## src/rtl/exec_if.sv

```systemverilog
// Decode-to-memory handshake bundle for the execute stage.
// The stage side takes the slave modport; decode/memory drivers take master.
interface exec_if #(
    parameter int WIDTH = 32
);
    logic             in_valid;
    logic             in_ready;
    logic [4:0]       in_op;
    logic [WIDTH-1:0] in_x;
    logic [WIDTH-1:0] in_y;
    logic [4:0]       in_rd;
    logic             in_wr;
    logic             out_valid;
    logic             out_ready;
    logic [WIDTH-1:0] out_result;
    logic             out_cmp;
    logic [4:0]       out_rd;
    logic             out_wr;
    logic             busy;
    logic             illegal;

    modport slave (
        input  in_valid, in_op, in_x, in_y, in_rd, in_wr, out_ready,
        output in_ready, out_valid, out_result, out_cmp, out_rd, out_wr, busy, illegal
    );

    modport master (
        output in_valid, in_op, in_x, in_y, in_rd, in_wr, out_ready,
        input  in_ready, out_valid, out_result, out_cmp, out_rd, out_wr, busy, illegal
    );
endinterface

```

## src/rtl/exec_stage.sv

```systemverilog
// MIRI execute stage: single-cycle ALU ops into a one-entry output register,
// plus a fixed-latency multiply that stalls decode while it counts down.
module exec_stage #(
    parameter int WIDTH       = 32,
    parameter int MUL_LATENCY = 5
) (
    input logic   clk,
    input logic   reset,
    exec_if.slave bus
);
    localparam logic [4:0] OP_ADD = 5'd0;
    localparam logic [4:0] OP_SUB = 5'd1;
    localparam logic [4:0] OP_MUL = 5'd2;
    localparam logic [4:0] OP_OR  = 5'd3;
    localparam logic [4:0] OP_AND = 5'd4;
    localparam logic [4:0] OP_XOR = 5'd5;
    localparam logic [4:0] OP_SLL = 5'd6;
    localparam logic [4:0] OP_SRL = 5'd7;
    localparam logic [4:0] OP_MV  = 5'd8;
    localparam logic [4:0] OP_LT  = 5'd9;
    localparam logic [4:0] OP_GT  = 5'd10;
    localparam logic [4:0] OP_EQ  = 5'd11;
    localparam logic [4:0] OP_JMP = 5'd12;

    localparam int                 CNT_W    = 4;
    localparam logic [CNT_W-1:0]   CNT_LOAD = CNT_W'(MUL_LATENCY - 1);
    localparam logic [WIDTH-1:0]   SH_LIM   = WIDTH'(WIDTH);

    typedef enum logic [1:0] {
        S_EMPTY,
        S_FULL,
        S_MUL
    } state_t;

    state_t             r_state;
    logic [CNT_W-1:0]   r_cnt;
    logic [WIDTH-1:0]   r_result;
    logic               r_cmp;
    logic [4:0]         r_rd;
    logic               r_wr;
    logic               r_illegal;
    logic [WIDTH-1:0]   r_mx;
    logic [WIDTH-1:0]   r_my;

    logic               w_in_ready;
    logic               w_accept;
    logic               w_is_mul;
    logic [WIDTH-1:0]   w_result;
    logic               w_cmp;
    logic               w_legal;
    logic [WIDTH-1:0]   w_prod;

    assign w_in_ready = !reset && ((r_state == S_EMPTY) ||
                                   ((r_state == S_FULL) && bus.out_ready));
    assign w_accept   = bus.in_valid && w_in_ready;
    assign w_is_mul   = (bus.in_op == OP_MUL);

    // Product is read only once the countdown expires, so the multiplier
    // has MUL_LATENCY cycles of settling time from the captured operands.
    assign w_prod = r_mx * r_my;

    always_comb begin
        w_result = '0;
        w_cmp    = 1'b0;
        w_legal  = 1'b1;
        case (bus.in_op)
            OP_ADD:  w_result = bus.in_x + bus.in_y;
            OP_SUB:  w_result = bus.in_x - bus.in_y;
            OP_MUL:  w_result = '0;
            OP_OR:   w_result = bus.in_x | bus.in_y;
            OP_AND:  w_result = bus.in_x & bus.in_y;
            OP_XOR:  w_result = bus.in_x ^ bus.in_y;
            OP_SLL:  w_result = (bus.in_y >= SH_LIM) ? '0 : (bus.in_x << bus.in_y);
            OP_SRL:  w_result = (bus.in_y >= SH_LIM) ? '0 : (bus.in_x >> bus.in_y);
            OP_MV:   w_result = bus.in_x;
            OP_LT:   w_cmp    = (bus.in_x <  bus.in_y);
            OP_GT:   w_cmp    = (bus.in_x >  bus.in_y);
            OP_EQ:   w_cmp    = (bus.in_x == bus.in_y);
            OP_JMP:  w_result = bus.in_x + bus.in_y;
            default: w_legal  = 1'b0;
        endcase
    end

    always_ff @(posedge clk) begin
        if (w_accept && w_is_mul) begin
            r_mx <= bus.in_x;
            r_my <= bus.in_y;
        end
    end

    always_ff @(posedge clk or posedge reset) begin
        if (reset) begin
            r_state   <= S_EMPTY;
            r_cnt     <= '0;
            r_result  <= '0;
            r_cmp     <= 1'b0;
            r_rd      <= '0;
            r_wr      <= 1'b0;
            r_illegal <= 1'b0;
        end else begin
            r_illegal <= w_accept && !w_legal;
            case (r_state)
                S_EMPTY, S_FULL: begin
                    if (w_accept) begin
                        // Tag and write enable are parked now so they stay
                        // paired with the product when it lands.
                        r_rd <= bus.in_rd;
                        if (w_is_mul) begin
                            r_state  <= S_MUL;
                            r_cnt    <= CNT_LOAD;
                            r_result <= '0;
                            r_cmp    <= 1'b0;
                            r_wr     <= bus.in_wr;
                        end else begin
                            r_state  <= S_FULL;
                            r_result <= w_result;
                            r_cmp    <= w_cmp;
                            r_wr     <= bus.in_wr && w_legal;
                        end
                    end else if ((r_state == S_FULL) && bus.out_ready) begin
                        r_state <= S_EMPTY;
                    end
                end
                S_MUL: begin
                    if (r_cnt == '0) begin
                        r_result <= w_prod;
                        r_state  <= S_FULL;
                    end else begin
                        r_cnt <= r_cnt - 1'b1;
                    end
                end
                default: r_state <= S_EMPTY;
            endcase
        end
    end

    assign bus.in_ready   = w_in_ready;
    assign bus.out_valid  = (r_state == S_FULL);
    assign bus.busy       = (r_state == S_MUL);
    assign bus.out_result = r_result;
    assign bus.out_cmp    = r_cmp;
    assign bus.out_rd     = r_rd;
    assign bus.out_wr     = r_wr;
    assign bus.illegal    = r_illegal;
endmodule

```

## src/flat_wrapper.sv

```systemverilog
// flat-port wrapper written by rule: the top's interface ports become plain ports
module exec_stage_flat 
#(
    parameter int WIDTH       = 32,
    parameter int MUL_LATENCY = 5
)
  (clk, reset, bus_in_valid, bus_in_op, bus_in_x, bus_in_y, bus_in_rd, bus_in_wr, bus_out_ready, bus_in_ready, bus_out_valid, bus_out_result, bus_out_cmp, bus_out_rd, bus_out_wr, bus_busy, bus_illegal);
  exec_if #(.WIDTH(WIDTH)) bus_i ();
  input logic clk;
  input logic reset;
  input wire logic [$bits(bus_i.in_valid)-1:0] bus_in_valid;
  input wire logic [$bits(bus_i.in_op)-1:0] bus_in_op;
  input wire logic [$bits(bus_i.in_x)-1:0] bus_in_x;
  input wire logic [$bits(bus_i.in_y)-1:0] bus_in_y;
  input wire logic [$bits(bus_i.in_rd)-1:0] bus_in_rd;
  input wire logic [$bits(bus_i.in_wr)-1:0] bus_in_wr;
  input wire logic [$bits(bus_i.out_ready)-1:0] bus_out_ready;
  output wire logic [$bits(bus_i.in_ready)-1:0] bus_in_ready;
  output wire logic [$bits(bus_i.out_valid)-1:0] bus_out_valid;
  output wire logic [$bits(bus_i.out_result)-1:0] bus_out_result;
  output wire logic [$bits(bus_i.out_cmp)-1:0] bus_out_cmp;
  output wire logic [$bits(bus_i.out_rd)-1:0] bus_out_rd;
  output wire logic [$bits(bus_i.out_wr)-1:0] bus_out_wr;
  output wire logic [$bits(bus_i.busy)-1:0] bus_busy;
  output wire logic [$bits(bus_i.illegal)-1:0] bus_illegal;
  assign bus_i.in_valid = bus_in_valid;
  assign bus_i.in_op = bus_in_op;
  assign bus_i.in_x = bus_in_x;
  assign bus_i.in_y = bus_in_y;
  assign bus_i.in_rd = bus_in_rd;
  assign bus_i.in_wr = bus_in_wr;
  assign bus_i.out_ready = bus_out_ready;
  assign bus_in_ready = bus_i.in_ready;
  assign bus_out_valid = bus_i.out_valid;
  assign bus_out_result = bus_i.out_result;
  assign bus_out_cmp = bus_i.out_cmp;
  assign bus_out_rd = bus_i.out_rd;
  assign bus_out_wr = bus_i.out_wr;
  assign bus_busy = bus_i.busy;
  assign bus_illegal = bus_i.illegal;
  exec_stage #(.WIDTH(WIDTH), .MUL_LATENCY(MUL_LATENCY)) u_core (.clk(clk), .reset(reset), .bus(bus_i));
endmodule
```

## config.mk

```make
export PLATFORM = sky130hd
export DESIGN_NAME = exec_stage_flat
export DESIGN_NICKNAME = d
export VERILOG_FILES = /design/src/rtl/exec_if.sv /design/src/rtl/exec_stage.sv /design/src/flat_wrapper.sv
export SDC_FILE = /design/constraint.sdc
export NUM_CORES = 2
export LEC_CHECK = 0
export BUFFER_PORTS_ARGS = -buffer_cell sky130_fd_sc_hd__buf_2
export CORE_UTILIZATION = 65
export CTS_CLUSTER_DIAMETER = 60
export DETAILED_ROUTE_END_ITERATION = 8
export PLACE_DENSITY = 0.83
export SYNTH_ARGS = -nofsm -noshare
export SYNTH_HDL_FRONTEND = slang
export SYNTH_SLANG_ARGS = --single-unit
```

## constraint.sdc

```tcl
create_clock -name clk -period 9.9 [get_ports clk]
set_input_delay 0.99 -clock clk [delete_from_list [all_inputs] [get_ports clk]]
set_output_delay 0.99 -clock clk [all_outputs]
set_load 0.05 [all_outputs]
```

; ---- Word level (Yosys, flattened, before mapping)
; Index checks and enable logic that the tools add are counted.
[totals]
ram_bits = 0
regBits = 110
memories = 0
latchBits = 0
romBits = 0
[classes]
bitwise = 3
magnitude_cmp = 3
n_mux = 20
n_addsub = 3
n_eq_ne = 20
n_reduce_logical = 20
div = 0
n_mul = 1
shifts = 2
[op_table]
columns = cell, n
row1 = 32-bit case mux with 8 select lines, 1
row2 = 32-bit two-way mux, 5
row3 = 32-bit case mux with 2 select lines, 1
row4 = 32-bit adder, 1
row5 = 32-bit AND, 1
row6 = 32-bit equality test, 1
row7 = "32-bit by 6-bit >= comparator with 1-bit output, second input constant", 1
row8 = 32-bit > comparator, 1
row9 = 32-bit < comparator, 1
row10 = 32-bit by 32-bit multiplier with 32-bit output, 1
row11 = 32-bit OR, 1
row12 = 32-bit by 32-bit left shift with 32-bit output, 1
row13 = 32-bit by 32-bit right shift with 32-bit output, 1
row14 = 32-bit subtractor, 1
row15 = 32-bit bitwise XOR, 1
row16 = "5-bit by 4-bit equality test with 1-bit output, second input constant", 5
row17 = "5-bit by 3-bit equality test with 1-bit output, second input constant", 4
row18 = 13-bit OR reduction, 1
row19 = 4-bit two-way mux, 3
row20 = "5-bit by 2-bit equality test with 1-bit output, second input constant", 2
row21 = 2-bit two-way mux, 4
row22 = 4-bit case mux with 2 select lines, 1
row23 = 1-bit logical AND, 6
row24 = "2-bit by 1-bit inequality test with 1-bit output, second input constant", 3
row25 = other kinds (19), 24

; ---- Depth between registers and ports, before layout
[depth]
depth_word = 7
ltp_mapped = 28

; ---- Worst setup path before layout
; Ideal clock, no wire load.
[synth_timing]
path_kind = reg2reg
start = reg u_core.r_my[3]
end = reg u_core.r_result[29] (netlist: u_core.bus.out_result[29])
path_stages_with_launch = 27
arrival_time_ns = 6.937
path_slack_ns = 2.837
t_required_ns = 9.774
period_less_slack_ns = 7.063
n_path_buf = 2
setup_ns = 0.126
path_cell_list = edfxtp_1 -> clkbuf_1 -> clkbuf_1 -> and2_1 -> fa_1 -> inv_1 -> fa_1 -> fa_1 -> fa_1 -> inv_1 -> fa_1 -> inv_1 -> fa_1 -> inv_1 -> fa_1 -> fa_1 -> ha_1 -> and2_1 -> o21a_1 -> a31o_2 -> o21ai_2 -> a32oi_1 -> a21o_1 -> a211oi_2 -> xor2_1 -> nor2_1 -> o32a_1
[synth_via]
elab_chain_len = 3
[synth_rtl]
columns = item, line_no
row1 = start: declaration, exec_stage.sv:43  ; logic [WIDTH-1:0] r_my;
row2 = start signal: assignment, exec_stage.sv:87  ; r_my <= bus.in_y;
row3 = 32-bit by 32-bit multiplier with 32-bit output, exec_stage.sv:60  ; assign w_prod = r_mx * r_my;
row4 = 32-bit two-way mux, exec_stage.sv:125  ; if (r_cnt == '0) begin
row5 = 32-bit case mux with 2 select lines, exec_stage.sv:102  ; case (r_state)
row6 = end signal: assignment, exec_stage.sv:116  ; r_result <= w_result;
row7 = end signal: assignment, exec_stage.sv:126  ; r_result <= w_prod;
row8 = end: declaration, exec_stage.sv:37  ; logic [WIDTH-1:0] r_result;
; Every way passes these cells. The select of a mux whose other input is x is not followed.
; A chain may end at the register's enable or synchronous reset.

; ---- Worst setup path after layout
[layout_timing]
start = reg u_core.r_mx[9]
end = reg u_core.r_result[30] (netlist: u_core.bus.out_result[30])
[layout_via]
elab_chain_len = 3
[layout_rtl]
columns = item, line_no
row1 = start: declaration, exec_stage.sv:42  ; logic [WIDTH-1:0] r_mx;
row2 = start signal: assignment, exec_stage.sv:86  ; r_mx <= bus.in_x;
row3 = 32-bit by 32-bit multiplier with 32-bit output, exec_stage.sv:60
row4 = 32-bit two-way mux, exec_stage.sv:125
row5 = 32-bit case mux with 2 select lines, exec_stage.sv:102
; Every way passes these cells. The select of a mux whose other input is x is not followed.

==> results.json <==
{
  "most_frequent_cell_on_critical_path": "sky130_fd_sc_hd__fa_1",
  "mostFrequentLayoutCell": "sky130_fd_sc_hd__inv_1",
  "synth_ff_type": "sky130_fd_sc_hd__edfxtp_1",
  "synth_nets": 3958,
  "tightestPinTransition_ns": 1.85,
  "ios": 122,
  "dpl.cell_count": 3788,
  "switching_power_mw": 1.15,
  "routed_via_density": 6.91,
  "detailedPlacementHpwl_mm": 83.4,
  "timing.max_slew.rel_slack_pct": -23.2,
  "total_power_mw": 2.37,
  "p_leak_nw": 13.6,
  "routed_wl_mm": 109,
  "drt_first_iter_violations": 3462,
  "synthesis.area_mm2": 0.0281,
  "final-instance-count-excl-fill": 3816,
  "avgRoutedWirePerCell_um": 28.6,
  "die_area_mm2": 0.0441,
  "final-max-slew-violation-count": 3,
  "drt-pass1-iter-count": 9,
  "largest_buffer_count_on_any_clock_path": 2,
  "first_global_vias": 27168,
  "dominant_combinational_cell_family_by_area_after_synthesis": "adder cells",
  "drive_above_1_share_pct": 8.34,
  "cts_root_cell": "sky130_fd_sc_hd__clkbuf_16",
  "hold_slack_ns": 0.483,
  "ctsResizeCount": 0,
  "synth.yosys.warnings": 0,
  "crit_slowest_cell": "sky130_fd_sc_hd__edfxtp_1",
  "synth-edff-count": 64,
  "crit_arrival_ns": 8.28,
  "most-common-layout-cells": "sky130_fd_sc_hd__inv_1, sky130_fd_sc_hd__fa_1, sky130_fd_sc_hd__nand2_1",
  "required_ns": 10.15,
  "timing.clock.skew_ns": 0.0130,
  "cp_slowest_stage_delay_ns": 1.08,
  "chipHeight_um": 210,
  "synth_fa_ha_area_share_pct": 38.9,
  "cell_internal_pwr_mw": 1.22,
  "worstPathMaxFanout": 23,
  "library_cells_used_by_synthesis": 95,
  "clock_sinks": 110,
  "rsz0062_at_grt": "no",
  "utilization_pct": 69.3,
  "port_buffers": 121,
  "max_freq_mhz": 124,
  "drt_drc_violations_left": 10,
  "setup.worst_path.end_class": "register",
  "global_route.usage.total_pct": 50.6,
  "setup_violations": 0,
  "synth.mux.area_fraction_pct": 4.73,
  "cts_buffers": 9,
  "power.ir.vdd_worst_uv": 117,
  "chipWidth_um": 210,
  "row_count": 75,
  "p_clk_share_pct": 15.3,
  "final_nets": 3931,
  "grt_max_degree": 72,
  "critical_path.cell_chain": "nand2_1 -> fa_1 -> inv_1 -> fa_1 -> fa_1 -> inv_1 -> fa_1 -> inv_1 -> fa_1 -> inv_1 -> fa_1 -> inv_1 -> fa_1 -> fa_1 -> ha_1 -> a21o_1 -> a2111oi_0 -> a21oi_1 -> nand3_1 -> nor2_1 -> a311oi_1 -> a21oi_1 -> xnor2_1 -> o22ai_1",
  "globalplace.congestion": 1.05,
  "sw_frac_of_total_pct": 48.4,
  "worstSetupPathType": "register to register",
  "finalHoldViolations": 0,
  "final_antenna_net_count": 0,
  "violations_in_the_final_reports": "DRC, capacitance limit, slew limit",
  "worstSkewPairLatency_ns": 0.37,
  "grt_antenna_before_repair": 14,
  "grt.overflow.total": 0,
  "cts_tree": "done",
  "seq_area_frac_synth_pct": 10.9,
  "starting_utilization_of_the_core_area_pct": 66.5,
  "outcome": "finished with violations",
  "vias": 26363,
  "grt_pass1_wl_mm": 165,
  "synth.ff_latch_count": 110,
  "power_frac_seq_pct": 23.1,
  "h-tree-depth": 3,
  "pwr-share-comb_pct": 61.5,
  "pwr_dens_mw_per_mm2": 80.8,
  "postSynthAreaPerCell_um2": 8.66,
  "core_area_mm2": 0.0423,
  "hp-class": "register to register",
  "final.period_utilization_pct": 81.2,
  "number_of_setup_buffers_added_after_cts": 0,
  "area.growth.synth_to_final_pct": 4.14,
  "cts.hold.buffers_added": 0,
  "min_period_ns": 8.04,
  "synthSimpleGateAreaFrac_pct": 17.6,
  "worst_setup_path_start_kind": "register",
  "synthesis.instances": 3249,
  "ys_async_sr_fraction_pct": 41.8,
  "drv_cap": 3,
  "compound_gate_fraction_of_synth_area_pct": 15.4,
  "fin_setup_tns_ns": 0,
  "synth_xor_xnor_area_share_pct": 3.11,
  "worst_setup_hold_path_clk_slew_ns": 0.08
}
-- cell families after synthesis --
logic type               after synthesis
XOR/XNOR                             100
buffers and inverters                678
adder cells (fa/ha/maj)              630
AND/OR/NAND/NOR                     1007
flip-flops                           110
AO/OA/AOI/OAI                        636
multiplexers                          88
-- layer usage --
| layer | part of all wire, % | track usage [%] | up-vias | wire, µm |
|---|---|---|---|---|
| met4 | 9.5 | 39.9 | 6 | 10400 |
| met3 | 14 | 15.9 | 694 | 15000 |
| met2 | 44 | 76.4 | 2332 | 47800 |
| met1 | 33 | 60.1 | 12645 | 36100 |
| li1 | - | - | 10686 | - |
| met5 | 0.036 | 0 | - | 39 |
-- area by class of cell --
| type | count | area [µm²] |
|---|---|---|
| antenna | 12 | 30.0 |
| clock buffer | 9 | 225 |
| clock inverter | 7 | 62.6 |
| fill | 3126 | 13000 |
| inverter | 479 | 1800 |
| multi-input combinational | 2461 | 22500 |
| sequential | 110 | 3070 |
| tap | 577 | 722 |
| timing repair buffer | 161 | 908 |
-- power groups by stage --
stage	combinational, mW	sequential (mW)	clock [mW]
detailed placement	1.38	0.552	0
CTS	1.40	0.542	0.363
global route	1.53	0.548	0.378
floorplan	0.886	0.614	0
global placement	1.35	0.550	0
finish	1.46	0.548	0.363
-- worst max-delay path, delay by kind of cell, from the launching register on --
kind                       cells  cell delay (ns)
adders and majority gates      9             4.25
AOI/OAI and AO/OA              6             1.65
DFF                            1             1.08
and+or+nand+nor                3             0.45
buffers and inverters          5             0.32
xor gates and xnor gates       1             0.18
-- final timing paths --
check	from	to	slack, ns	cells past startpoint
worst max-delay path	u_core.r_mx[9]	u_core.bus.out_result[30]	1.86	24
worst min-delay path	u_core.bus.out_rd[2]	u_core.bus.out_rd[2]	0.48	2
worst max register to register	u_core.r_mx[9]	u_core.bus.out_result[30]	1.86	24
worst min register to register	u_core.bus.out_rd[2]	u_core.bus.out_rd[2]	0.48	2
max in group asynchronous	reset	u_core.bus.out_result[25]	8.42	2
min in group asynchronous	reset	u_core.bus.out_result[13]	0.86	2
-- Yosys cell counts (7+ instances only) --
master,number,area [µm²]
sky130_fd_sc_hd__a22oi_1,29,218
sky130_fd_sc_hd__clkbuf_1,162,608
sky130_fd_sc_hd__and3_1,10,62.6
sky130_fd_sc_hd__o21ai_1,7,35.0
sky130_fd_sc_hd__ha_1,220,2750
sky130_fd_sc_hd__nand3_1,22,110
sky130_fd_sc_hd__a221o_1,15,150
sky130_fd_sc_hd__buf_2,24,120
sky130_fd_sc_hd__inv_1,474,1780
sky130_fd_sc_hd__o21a_1,18,135
sky130_fd_sc_hd__o211a_1,10,100
sky130_fd_sc_hd__nor4_1,20,125
sky130_fd_sc_hd__o221ai_1,8,70.1
sky130_fd_sc_hd__nor2b_1,13,81.3
sky130_fd_sc_hd__or3_1,13,81.3
sky130_fd_sc_hd__xor2_1,25,219
sky130_fd_sc_hd__a2111oi_0,9,78.8
sky130_fd_sc_hd__o31ai_1,12,90.1
sky130_fd_sc_hd__o21ai_0,139,696
sky130_fd_sc_hd__o2111ai_1,8,70.1
sky130_fd_sc_hd__xnor2_1,75,657
sky130_fd_sc_hd__a221oi_1,42,368
sky130_fd_sc_hd__mux2i_1,33,330
sky130_fd_sc_hd__a211o_1,9,78.8
sky130_fd_sc_hd__edfxtp_1,64,1920
sky130_fd_sc_hd__fa_1,410,8210
sky130_fd_sc_hd__o22ai_1,23,144
sky130_fd_sc_hd__and2_1,316,1980
sky130_fd_sc_hd__o211ai_1,23,173
sky130_fd_sc_hd__nor2_1,161,604
sky130_fd_sc_hd__a31oi_1,24,150
sky130_fd_sc_hd__o21bai_1,18,135
sky130_fd_sc_hd__nand2b_1,20,125
sky130_fd_sc_hd__mux4_2,34,766
sky130_fd_sc_hd__nand4_1,9,56.3
sky130_fd_sc_hd__dfrtp_1,46,1150
sky130_fd_sc_hd__a21oi_1,132,661
sky130_fd_sc_hd__a211oi_1,28,210
sky130_fd_sc_hd__or2_2,7,43.8
sky130_fd_sc_hd__nor3_1,36,180
sky130_fd_sc_hd__nand2_1,361,1360
sky130_fd_sc_hd__mux2_2,20,225
sky130_fd_sc_hd__a21o_1,25,188
-- per-stage QoR --
stage / setup slack (ns) / instance area, µm²
after floorplan: 2.84 / 28100
after global placement: 2.26 / 29000
after detailed placement: 2.15 / 29000
after CTS: 2.01 / 29300
after global routing: 1.61 / 29300
final: 1.86 / 29300
-- registers in the layout, summed over array words and instances (netlist names) --
signal / count
u_core.r_my: 32
u_core.r_mx: 32
u_core.bus.out_result: 32
u_core.r_state: 2
u_core.bus.out_wr: 1
u_core.r_cnt: 4
u_core.bus.illegal: 1
u_core.bus.out_cmp: 1
u_core.bus.out_rd: 5
Power figures use the tool's default switching activity.
